**src/rtl/ex_stage.sv**
```systemverilog
// rtl/ex_stage.sv - execute stage: ALU, 32-iteration shift-add MULTU with HI/LO, EX/MEM register
module ex_stage (
    input  logic        clk,
    input  logic        reset_n,
    input  logic        in_valid,
    input  logic [3:0]  in_alu_op,
    input  logic [31:0] in_read_data_1,
    input  logic [31:0] in_read_data_2,
    input  logic [31:0] in_imm,
    input  logic        in_alu_src,
    input  logic [4:0]  in_shamt,
    input  logic        in_reg_dst,
    input  logic [4:0]  in_rt,
    input  logic [4:0]  in_rd,
    input  logic        in_mem_to_reg,
    input  logic        in_mem_write,
    input  logic        in_mem_read,
    input  logic        in_reg_write,
    input  logic        in_branch,
    input  logic [1:0]  in_load_mode,
    output logic        stall,
    output logic [31:0] out_address,
    output logic [31:0] out_write_data,
    output logic        out_zero,
    output logic [4:0]  out_write_back_destination,
    output logic        out_mem_to_reg,
    output logic        out_mem_write,
    output logic        out_mem_read,
    output logic        out_reg_write,
    output logic        out_branch,
    output logic [1:0]  out_load_mode
);

    typedef enum logic [1:0] {IDLE, MUL, DONE} state_t;

    localparam logic [3:0] OP_MULTU = 4'd8;

    state_t      state;
    state_t      state_next;
    logic [31:0] operand_b;
    logic [31:0] result;
    logic        accept;
    logic [63:0] mcand;
    logic [31:0] mplier;
    logic [63:0] acc;
    logic [63:0] acc_next;
    logic [4:0]  cnt;
    logic [31:0] hi;
    logic [31:0] lo;

    assign operand_b = in_alu_src ? in_imm : in_read_data_2;
    // Only IDLE accepts; DONE retires the held MULTU as a bubble.
    assign accept    = (state == IDLE) && in_valid && !stall;
    assign acc_next  = acc + (mplier[0] ? mcand : 64'd0);

    // Next-state and stall decode
    always_comb begin
        state_next = state;
        stall      = 1'b0;
        case (state)
            IDLE: begin
                if (in_valid && in_alu_op == OP_MULTU) begin
                    stall      = 1'b1;
                    state_next = MUL;
                end
            end
            MUL: begin
                stall = 1'b1;
                if (cnt == 5'd31) state_next = DONE;
            end
            DONE:    state_next = IDLE;
            default: state_next = IDLE;
        endcase
    end

    // ALU result selection
    always_comb begin
        result = 32'd0;
        case (in_alu_op)
            4'd0:    result = in_read_data_1 + operand_b;
            4'd1:    result = in_read_data_1 - operand_b;
            4'd2:    result = in_read_data_1 & operand_b;
            4'd3:    result = in_read_data_1 | operand_b;
            4'd4:    result = {31'd0, $signed(in_read_data_1) < $signed(operand_b)};
            4'd5:    result = ~(in_read_data_1 | operand_b);
            4'd6:    result = operand_b << in_shamt;
            4'd7:    result = operand_b >> in_shamt;
            4'd9:    result = hi;
            4'd10:   result = lo;
            default: result = 32'd0;
        endcase
    end

    // FSM state, multiplier iteration and HI/LO update
    always_ff @(posedge clk) begin
        if (!reset_n) begin
            state  <= IDLE;
            mcand  <= 64'd0;
            mplier <= 32'd0;
            acc    <= 64'd0;
            cnt    <= 5'd0;
            hi     <= 32'd0;
            lo     <= 32'd0;
        end else begin
            state <= state_next;
            if (state == IDLE && state_next == MUL) begin
                mcand  <= {32'd0, in_read_data_1};
                mplier <= operand_b;
                acc    <= 64'd0;
                cnt    <= 5'd0;
            end else if (state == MUL) begin
                acc    <= acc_next;
                mcand  <= mcand << 1;
                mplier <= mplier >> 1;
                cnt    <= cnt + 5'd1;
                if (cnt == 5'd31) begin
                    hi <= acc_next[63:32];
                    lo <= acc_next[31:0];
                end
            end
        end
    end

    // EX/MEM register: loads the accepted instruction, otherwise a bubble
    always_ff @(posedge clk) begin
        if (!reset_n || !accept) begin
            out_address                <= 32'd0;
            out_write_data             <= 32'd0;
            out_zero                   <= 1'b0;
            out_write_back_destination <= 5'd0;
            out_mem_to_reg             <= 1'b0;
            out_mem_write              <= 1'b0;
            out_mem_read               <= 1'b0;
            out_reg_write              <= 1'b0;
            out_branch                 <= 1'b0;
            out_load_mode              <= 2'd0;
        end else begin
            out_address                <= result;
            out_write_data             <= in_read_data_2;
            out_zero                   <= (result == 32'd0);
            out_write_back_destination <= in_reg_dst ? in_rd : in_rt;
            out_mem_to_reg             <= in_mem_to_reg;
            out_mem_write              <= in_mem_write;
            out_mem_read               <= in_mem_read;
            out_reg_write              <= in_reg_write;
            out_branch                 <= in_branch;
            out_load_mode              <= in_load_mode;
        end
    end

endmodule

```
**config.mk**
```make
export PLATFORM = sky130hd
export DESIGN_NAME = ex_stage
export DESIGN_NICKNAME = d
export VERILOG_FILES = /design/src/rtl/ex_stage.sv
export SDC_FILE = /design/constraint.sdc
export NUM_CORES = 1
export LEC_CHECK = 0
export CELL_PAD_IN_SITES_DETAIL_PLACEMENT = 1
export CELL_PAD_IN_SITES_GLOBAL_PLACEMENT = 1
export CORE_UTILIZATION = 31
export CTS_CLUSTER_SIZE = 28
export DETAILED_ROUTE_END_ITERATION = 6
export HOLD_SLACK_MARGIN = 0.03
export PLACE_DENSITY = 0.66
export SLEW_MARGIN = 20
export SYNTH_ARGS = -nofsm -noshare
export SYNTH_HDL_FRONTEND = slang
export SYNTH_SLANG_ARGS = --single-unit
```
**constraint.sdc**
```tcl
create_clock -name clk -period 11.9 [get_ports clk]
set_input_delay 2.38 -clock clk [delete_from_list [all_inputs] [get_ports clk]]
set_output_delay 2.38 -clock clk [all_outputs]
set_load 0.02 [all_outputs]
```
==> Word-level counts from Yosys, hierarchy flattened <==
Cells that the tools add are included.
{ "op_classes": {"add_sub_neg": 4, "n_lt_le_gt_ge": 1, "n_eq_ne": 13, "shifts": 2, "mux": 13, "bitwise": 5, "reduce_logical": 14} }
{ "ops": {"columns": ["cell", "n"], "rows": [
  ["32-bit one-hot mux with 10 select lines", 1],
  ["32-bit 2-to-1 mux", 5],
  ["64-bit adder", 1],
  ["64-bit 2-to-1 mux", 1],
  ["32-bit adder", 1],
  ["32-bit bitwise AND", 1],
  ["32-bit logical NOT", 1],
  ["32-bit < comparator", 1],
  ["32-bit NOT", 1],
  ["32-bit bitwise OR", 1],
  ["32-bit by 5-bit left shift with 32-bit output", 1],
  ["32-bit by 5-bit right shift with 32-bit output", 1],
  ["32-bit subtractor", 1],
  ["4-bit by 3-bit == test with 1-bit output, second input constant", 4],
  ["4-bit == test, second input constant", 3],
  ["4-bit by 2-bit == test with 1-bit output, second input constant", 2],
  ["5-bit by 1-bit adder with 5-bit output, second input constant", 1],
  ["5-bit == test, second input constant", 1],
  ["5-bit 2-to-1 mux", 1],
  ["2-bit by 1-bit == test with 1-bit output, second input constant", 2],
  ["4-bit by 1-bit == test with 1-bit output, second input constant", 1],
  ["1-bit logical AND", 4],
  ["4-bit logical NOT", 1],
  ["2-bit 2-to-1 mux", 2],
  ["other kinds (10)", 13]
]} }
{ "word_totals": {"reg_bits": 308, "inputBits": 127, "output_inout_bits": 78, "elab_cells": 70} }

==> Depth between registers and ports, before layout <==
Gate-level depths: netlist of the first run.
{ "logic_depth": {"ltp_word": 8, "ltp_mapped": 22, "ltp_nobuf": 16} }

==> Least setup slack after synthesis of the first run <==
No wires, ideal clock.
{ "synth_path": {"path_type": "input to register", "from": "input port in_alu_src", "to": "register out_zero", "setup_ps": 60, "arrival_ps": 6875, "required_time_ps": 11840, "path_slack_ps": 4965, "path_stages": 20, "n_path_buf": 8, "path_cell_list": "buf_4 -> buf_4 -> buf_4 -> buf_2 -> buf_2 -> buf_2 -> buf_2 -> mux2i_1 -> ha_1 -> clkbuf_1 -> nor4_1 -> a21boi_0 -> nor3_1 -> a221o_1 -> a211oi_1 -> o2111a_1 -> o2111ai_1 -> nor4_2 -> nand3_1 -> and3b_1"} }
{ "synth_via": {"elab_chain_cells": 5, "word_cells_on_any_way": 11, "cone_classes": "2 x add/sub; 1 x order compare; 2 x shift; 2 x mux; 3 x bitwise; 1 x reduce/logical"} }
{ "synth_rtl": {"columns": ["item", "line_no", "source"], "rows": [
  ["from (decl)", "10", "input logic in_alu_src,"],
  ["32-bit 2-to-1 mux *", "51", "assign operand_b = in_alu_src ? in_imm : in_read_data_2;"],
  ["parallel branches: the longest is 2 deep, another holds 32-bit subtractor", null, null],
  ["32-bit one-hot mux with 10 select lines *", "79", "case (in_alu_op)"],
  ["32-bit logical NOT *", "140", "out_zero <= (result == 32'd0);"],
  ["to (signal assigned)", "140", null],
  ["to (decl)", "24", "output logic out_zero,"]
]} }
Every way passes the cells marked *.
A chain may end at the register's enable or synchronous reset.

==> Worst setup path after layout of the first run <==
{ "layout_path": {"from": "input port in_alu_op[3]", "to": "output port stall"} }
{ "layout_via": {"elab_chain_cells": 4} }
{ "layout_rtl": {"columns": ["item", "line_no", "source"], "rows": [
  ["from (decl)", "6", "input logic [3:0] in_alu_op,"],
  ["4-bit == test", "62", "if (in_valid && in_alu_op == OP_MULTU) begin"],
  ["1-bit logical AND", "62", null],
  ["1-bit 2-to-1 mux", "62", null],
  ["1-bit one-hot mux with 2 select lines", "60", "case (state)"],
  ["to (decl)", "21", "output logic stall,"]
]} }
Every way passes these cells.

==> results of run 1 <==
## per-layer routing
layer	wire length (um)	up-vias	share of wire, %
met3	10200	271	7.7
met1	57400	14400	43
met5	13	-	0.0097
li1	-	12900	-
met2	58900	1269	44
met4	7160	2	5.4
## worst max path at each step
stage	start	end
finish	in_alu_op[3]	stall
global route	in_alu_op[3]	stall
CTS	in_alu_op[3]	stall
detailed placement	in_alu_src	out_zero
global placement	in_alu_src	out_zero
floorplan	in_alu_src	out_zero
## area by class of cell
type                    instances  share of cell area [%]
multi-input cells            2784                    61.8
flip-flops and latches        308                    19.7
repair buffers                274                    8.19
well taps                    1144                    4.58
clock buffers                  56                    3.58
inverters                     132                    1.59
clock inverters                14                   0.484
diodes                          2                  0.0160
## power groups by stage
stage	Combinational, mW	Clock (mW)	Sequential (mW)
2_1_floorplan	0.475	0	1.09
3_3_place_gp	0.853	0	1.07
3_5_place_dp	0.852	0	1.08
4_1_cts	0.857	1.25	1.05
5_1_grt	0.915	1.29	1.05
6_report	0.883	1.22	1.05
## worst max-delay path, stage by stage
cell,delay [ps]
clkdlybuf4s50_1,470
buf_4,420
nor2b_1,480
a31oi_1,140
or2_2,280
buf_4,320
inv_2,510
clkdlybuf4s50_1,710
## synthesized netlist by cell type (all sizes together), types with 12 or more instances
| cell | instances | area (um^2) |
|---|---|---|
| a211oi | 58 | 435 |
| a21boi | 13 | 97.6 |
| a21o | 59 | 443 |
| a21oi | 345 | 1730 |
| a221oi | 30 | 269 |
| a22o | 12 | 105 |
| a22oi | 38 | 285 |
| a31oi | 31 | 194 |
| and2 | 129 | 807 |
| and3 | 23 | 144 |
| buf | 75 | 429 |
| clkbuf | 195 | 732 |
| dfxtp | 308 | 6170 |
| ha | 164 | 2050 |
| inv | 130 | 488 |
| mux2 | 39 | 439 |
| mux2i | 127 | 1270 |
| mux4 | 91 | 2060 |
| nand2 | 487 | 1830 |
| nand2b | 29 | 181 |
| nand3 | 76 | 380 |
| nand4 | 38 | 238 |
| nor2 | 261 | 980 |
| nor2b | 35 | 219 |
| nor3 | 68 | 340 |
| nor4 | 18 | 119 |
| o211ai | 57 | 428 |
| o21a | 23 | 173 |
| o21ai | 147 | 736 |
| o21bai | 27 | 203 |
| o221ai | 46 | 409 |
| o22ai | 38 | 238 |
| o31ai | 20 | 150 |
| or2 | 13 | 81.3 |
| or3 | 17 | 106 |
| xnor2 | 47 | 412 |
| xor2 | 20 | 175 |
## kinds of logic after synthesis
logic type | share of synthesized area, %
muxes | 13.9
buffers and inverters | 6.13
AOI/OAI and AO/OA | 25.7
xor gates and xnor gates | 2.17
and+or+nand+nor | 21.4
adders and majority gates | 7.81
DFF | 22.8
## through the flow
stage	instance area, um^2	hold slack [ps]	cells	util (%)	total power, mW
detailed placement	30000	446	4642	34.9	1.93
CTS	31200	454	4712	36.4	3.16
global placement	30000	441	4641	34.9	1.93
global route	31200	467	4712	36.4	3.26
floorplan	27000	431	3494	-	1.56
finish	31300	452	4714	36.4	3.15
==> out/metrics.csv, run 1 <==
metric,value,unit
fmax,123,MHz
grt_pass1_wl,195000,um
final_nets,3833,
dieWidth,297,um
n_fill_cell,10300,
use_met3,4.24,%
setup_viol,0,
tritoncts,built,
clkTransAtPathRegs,60,ps
port_buffers,204,
cp.required,9520,ps
avgSynthCellArea,7.74,um^2
vdd_drop_max,0.0937,mV
hold_depth,2,
finClkSkew,47.6,ps
power_frac_clock,38.6,%
regToRegSetupSlack,7290,ps
vias_per_cell,6.11,
multi_input_area,19300,um^2
cts_made_buffers,39,
ctsHoldBuffers,0,
r2r_start,mplier[0],
final_antenna_net_count,0,
slew_viol_final,0,
drive_gt1_share,8.66,%
path_class,in -> out,
busiest_layer,met2,
hold_path_end,mplier[16],
ys.flop_type,dfxtp_1,
min_path_type,reg -> reg,
crit_path_end_kind,output pin,
drt-total-wl,134000,um
first_global_vias,27700,
crit_fanout,61,
p_per_area,101,nW/um^2
floorplan.initialDensity,31.5,%
htree_levels,2,
synth_nets,3788,
ys_warn_count,0,
p_switching,1.10,mW
rsz0062_at_grt,false,
insertion_delay,620,ps
cts_setup_buffers,0,
die_area,88400,um^2
r2r_cells,14,
tns,0,ps
final_common_cell,nand2_1,
power.share.switching,34.8,%
fp.dieH,297,um
worst_pin_slew,1260,ps
seq_power_share,33.4,%
grt.overflow.total,0,
max_cap_viol_count,0,
ys_ff_latch,308,
detailedPlace.worstSlack,3650,ps
period_needed,8160,ps
vias,28800,
combinationalPowerShare,28.0,%
core-area,85800,um^2
synth_edf_count,0,
grt_max_degree,86,
p_leak,12.0,nW
syn_area,27000,um^2
areaGrowthSynthToFinish,15.6,%
status,"finished, final reports clean",
cts-resized-gates,0,
grt_usage,29.2,%
clk_path_buf_depth,3,
ys_types,93,
cts_sinks,308,
drtIter0Drc,2892,
cts-root-buf,clkbuf_16,
io-pin-count,205,
hold_viol,0,
final_cell_mix,"nand2_1, a21oi_1, dfxtp_1, nor2_1, clkdlybuf4s50_1",
start_kind,input pin,
routabilityCongestion,1.07,
internal_power,2.06,mW
async_flop_share,0,%
rows,107,
r2r_end,hi[15],
yosysSeqAreaShare,22.8,%
seq_area,6170,um^2
drt_first_pass_iters,6,
top_regs,"acc (64), mcand (64)",
dpl.hpwl,103000,um
synthCells,3494,
use_met1,39.5,%
cp_data_arrival_time,5780,ps
avgRoutedWirePerCell,28.4,um
setup_ws,3740,ps
hold_path_startpoint,mplier[16],
slew_headroom,13.4,%
drc,0,
met2_usage,45.6,%
fin_crit_sh,68.6,%
antenna_found_initial,3,
Note: power is estimated with default switching activity, not from simulation.
==> run 2: changes to the inputs <==
PLACE_DENSITY = 0.68   (was 0.66)
clock period = 6.6 ns   (was 11.9 ns; I/O delays follow)
==> out/metrics.csv, run 2 (same netlist as run 1, synthesis figures left out) <==
metric,value,unit
status,"finished, violations left",
violations,DRC,
whs,450,ps
dpl.hpwl,108000,um
rows,107,
antenna_found_initial,7,
p_leak,12.5,nW
hold_path_end,mplier[25],
cts-root-buf,clkbuf_16,
path_class,in -> reg,
cts_setup_buffers,0,
clk_path_buf_depth,3,
routabilityCongestion,1.12,
dieWidth,297,um
fmax,165,MHz
drtIter0Drc,3199,
crit_fanout,6,
final_nets,3926,
first_global_vias,28500,
fin_crit_sh,91.8,%
regToRegSetupSlack,1780,ps
place_inst,4735,
io-pin-count,205,
r2r_start,mplier[0],
cts-resized-gates,0,
drt-total-wl,138000,um
crit_start,in_imm[0],
final_common_cell,nand2_1,
fp.dieH,297,um
tritoncts,built,
ctsHoldBuffers,0,
p_per_area,178,nW/um^2
final_antenna_net_count,0,
vdd_drop_max,0.160,mV
drive_gt1_share,10.9,%
hold_path_startpoint,mplier[25],
power,5.67,mW
floorplan.initialDensity,31.5,%
avgRoutedWirePerCell,28.8,um
htree_levels,2,
tns,0,ps
cts_sinks,308,
min_path_type,reg -> reg,
clkTransAtPathRegs,50,ps
areaGrowthSynthToFinish,18.1,%
max_cap_viol_count,0,
fin_area,31900,um^2
cts_made_buffers,39,
finClkSkew,14.9,ps
setup_viol,0,
port_buffers,204,
crit_path_end_kind,register,
place_area,30700,um^2
insertion_delay,580,ps
grt_usage,30.3,%
slew_headroom,14.7,%
rsz0062_at_grt,false,
stdcell_count,4803,
worst_pin_slew,1270,ps
top_regs,"acc (64), mcand (64)",
grt_max_degree,73,
vias_per_cell,6.08,
grt_pass1_wl,201000,um
drt_first_pass_iters,7,
core-area,85800,um^2
period_needed,6060,ps
grt.overflow.total,0,
vias,29200,
cp.required,7110,ps
start_kind,input pin,
drc,3,
slew_viol_final,0,
die_area,88400,um^2
cp_data_arrival_time,6570,ps
hold_depth,2,
r2r_end,acc[60],
r2r_cells,13,
final_cell_mix,"nand2_1, a21oi_1, dfxtp_1, nor2_1, clkdlybuf4s50_1",
hold_viol,0,
## run 2: cell count changes in the layout (fill, tap and decap cells not counted), sizes merged
cell,before,now
buf,73,167
clkinv,10,13
clkbuf,56,52
clkinvlp,2,1
inv,132,131
bufinv,2,1
clkdlybuf4s18,1,0
## run 2: final cells by class
class	instances	area, um^2
Antenna cell	2	5.00
Fill cell	10300	53900
Multi-Input combinational cell	2784	19300
Timing Repair Buffer	367	3290
Inverter	132	497
Tap cell	1144	1430
Clock inverter	14	116
Clock buffer	52	1100
Sequential cell	308	6170
## run 2: worst max path at each step
| stage | endpoint | slack, ps | depth (start not counted) |
|---|---|---|---|
| final | out_zero | 540 | 18 |
| after global routing | out_zero | 580 | 18 |
| after CTS | out_zero | 810 | 18 |
| after detailed placement | out_zero | 200 | 18 |
| after global placement | out_zero | 190 | 18 |
| after floorplan | out_zero | 730 | 20 |
## run 2: through the flow
| step | utilization [%] | setup WS (ps) |
|---|---|---|
| floorplan | - | 725 |
| global placement | 35.8 | 187 |
| detailed placement | 35.8 | 204 |
| CTS | 37.2 | 812 |
| global route | 37.2 | 575 |
| finish | 37.2 | 543 |
## run 2: layer usage
metal | share of wire (%) | global-route usage (%) | vias to the layer above | routed length, um
li1 | - | - | 13100 | -
met1 | 42 | 40.0 | 14500 | 57900
met2 | 44 | 46.6 | 1337 | 60400
met3 | 8.1 | 4.91 | 314 | 11300
met4 | 6.4 | 17.1 | 4 | 8910
met5 | 0.017 | 0 | - | 24
## run 2: where the power goes
group / internal, mW / switching [mW]
combinational: 0.605 / 1.08
sequential: 1.89 / 0.0123
clock: 1.20 / 0.885
## run 2: critical path, cell delays in order
cell             delay [ps]
clkdlybuf4s50_1         450
mux2i_1                 390
buf_4                   270
inv_1                   100
ha_1                    240
fa_1                    460
a21oi_1                 300
o211ai_1                120
o211a_1                 160
nor4b_1                 680
o2111ai_1               270
nor4_1                  630
and4_1                  270
nand4_1                  90
buf_4                   180
nor4_2                  240
nand3_1                 160
and3b_1                 230
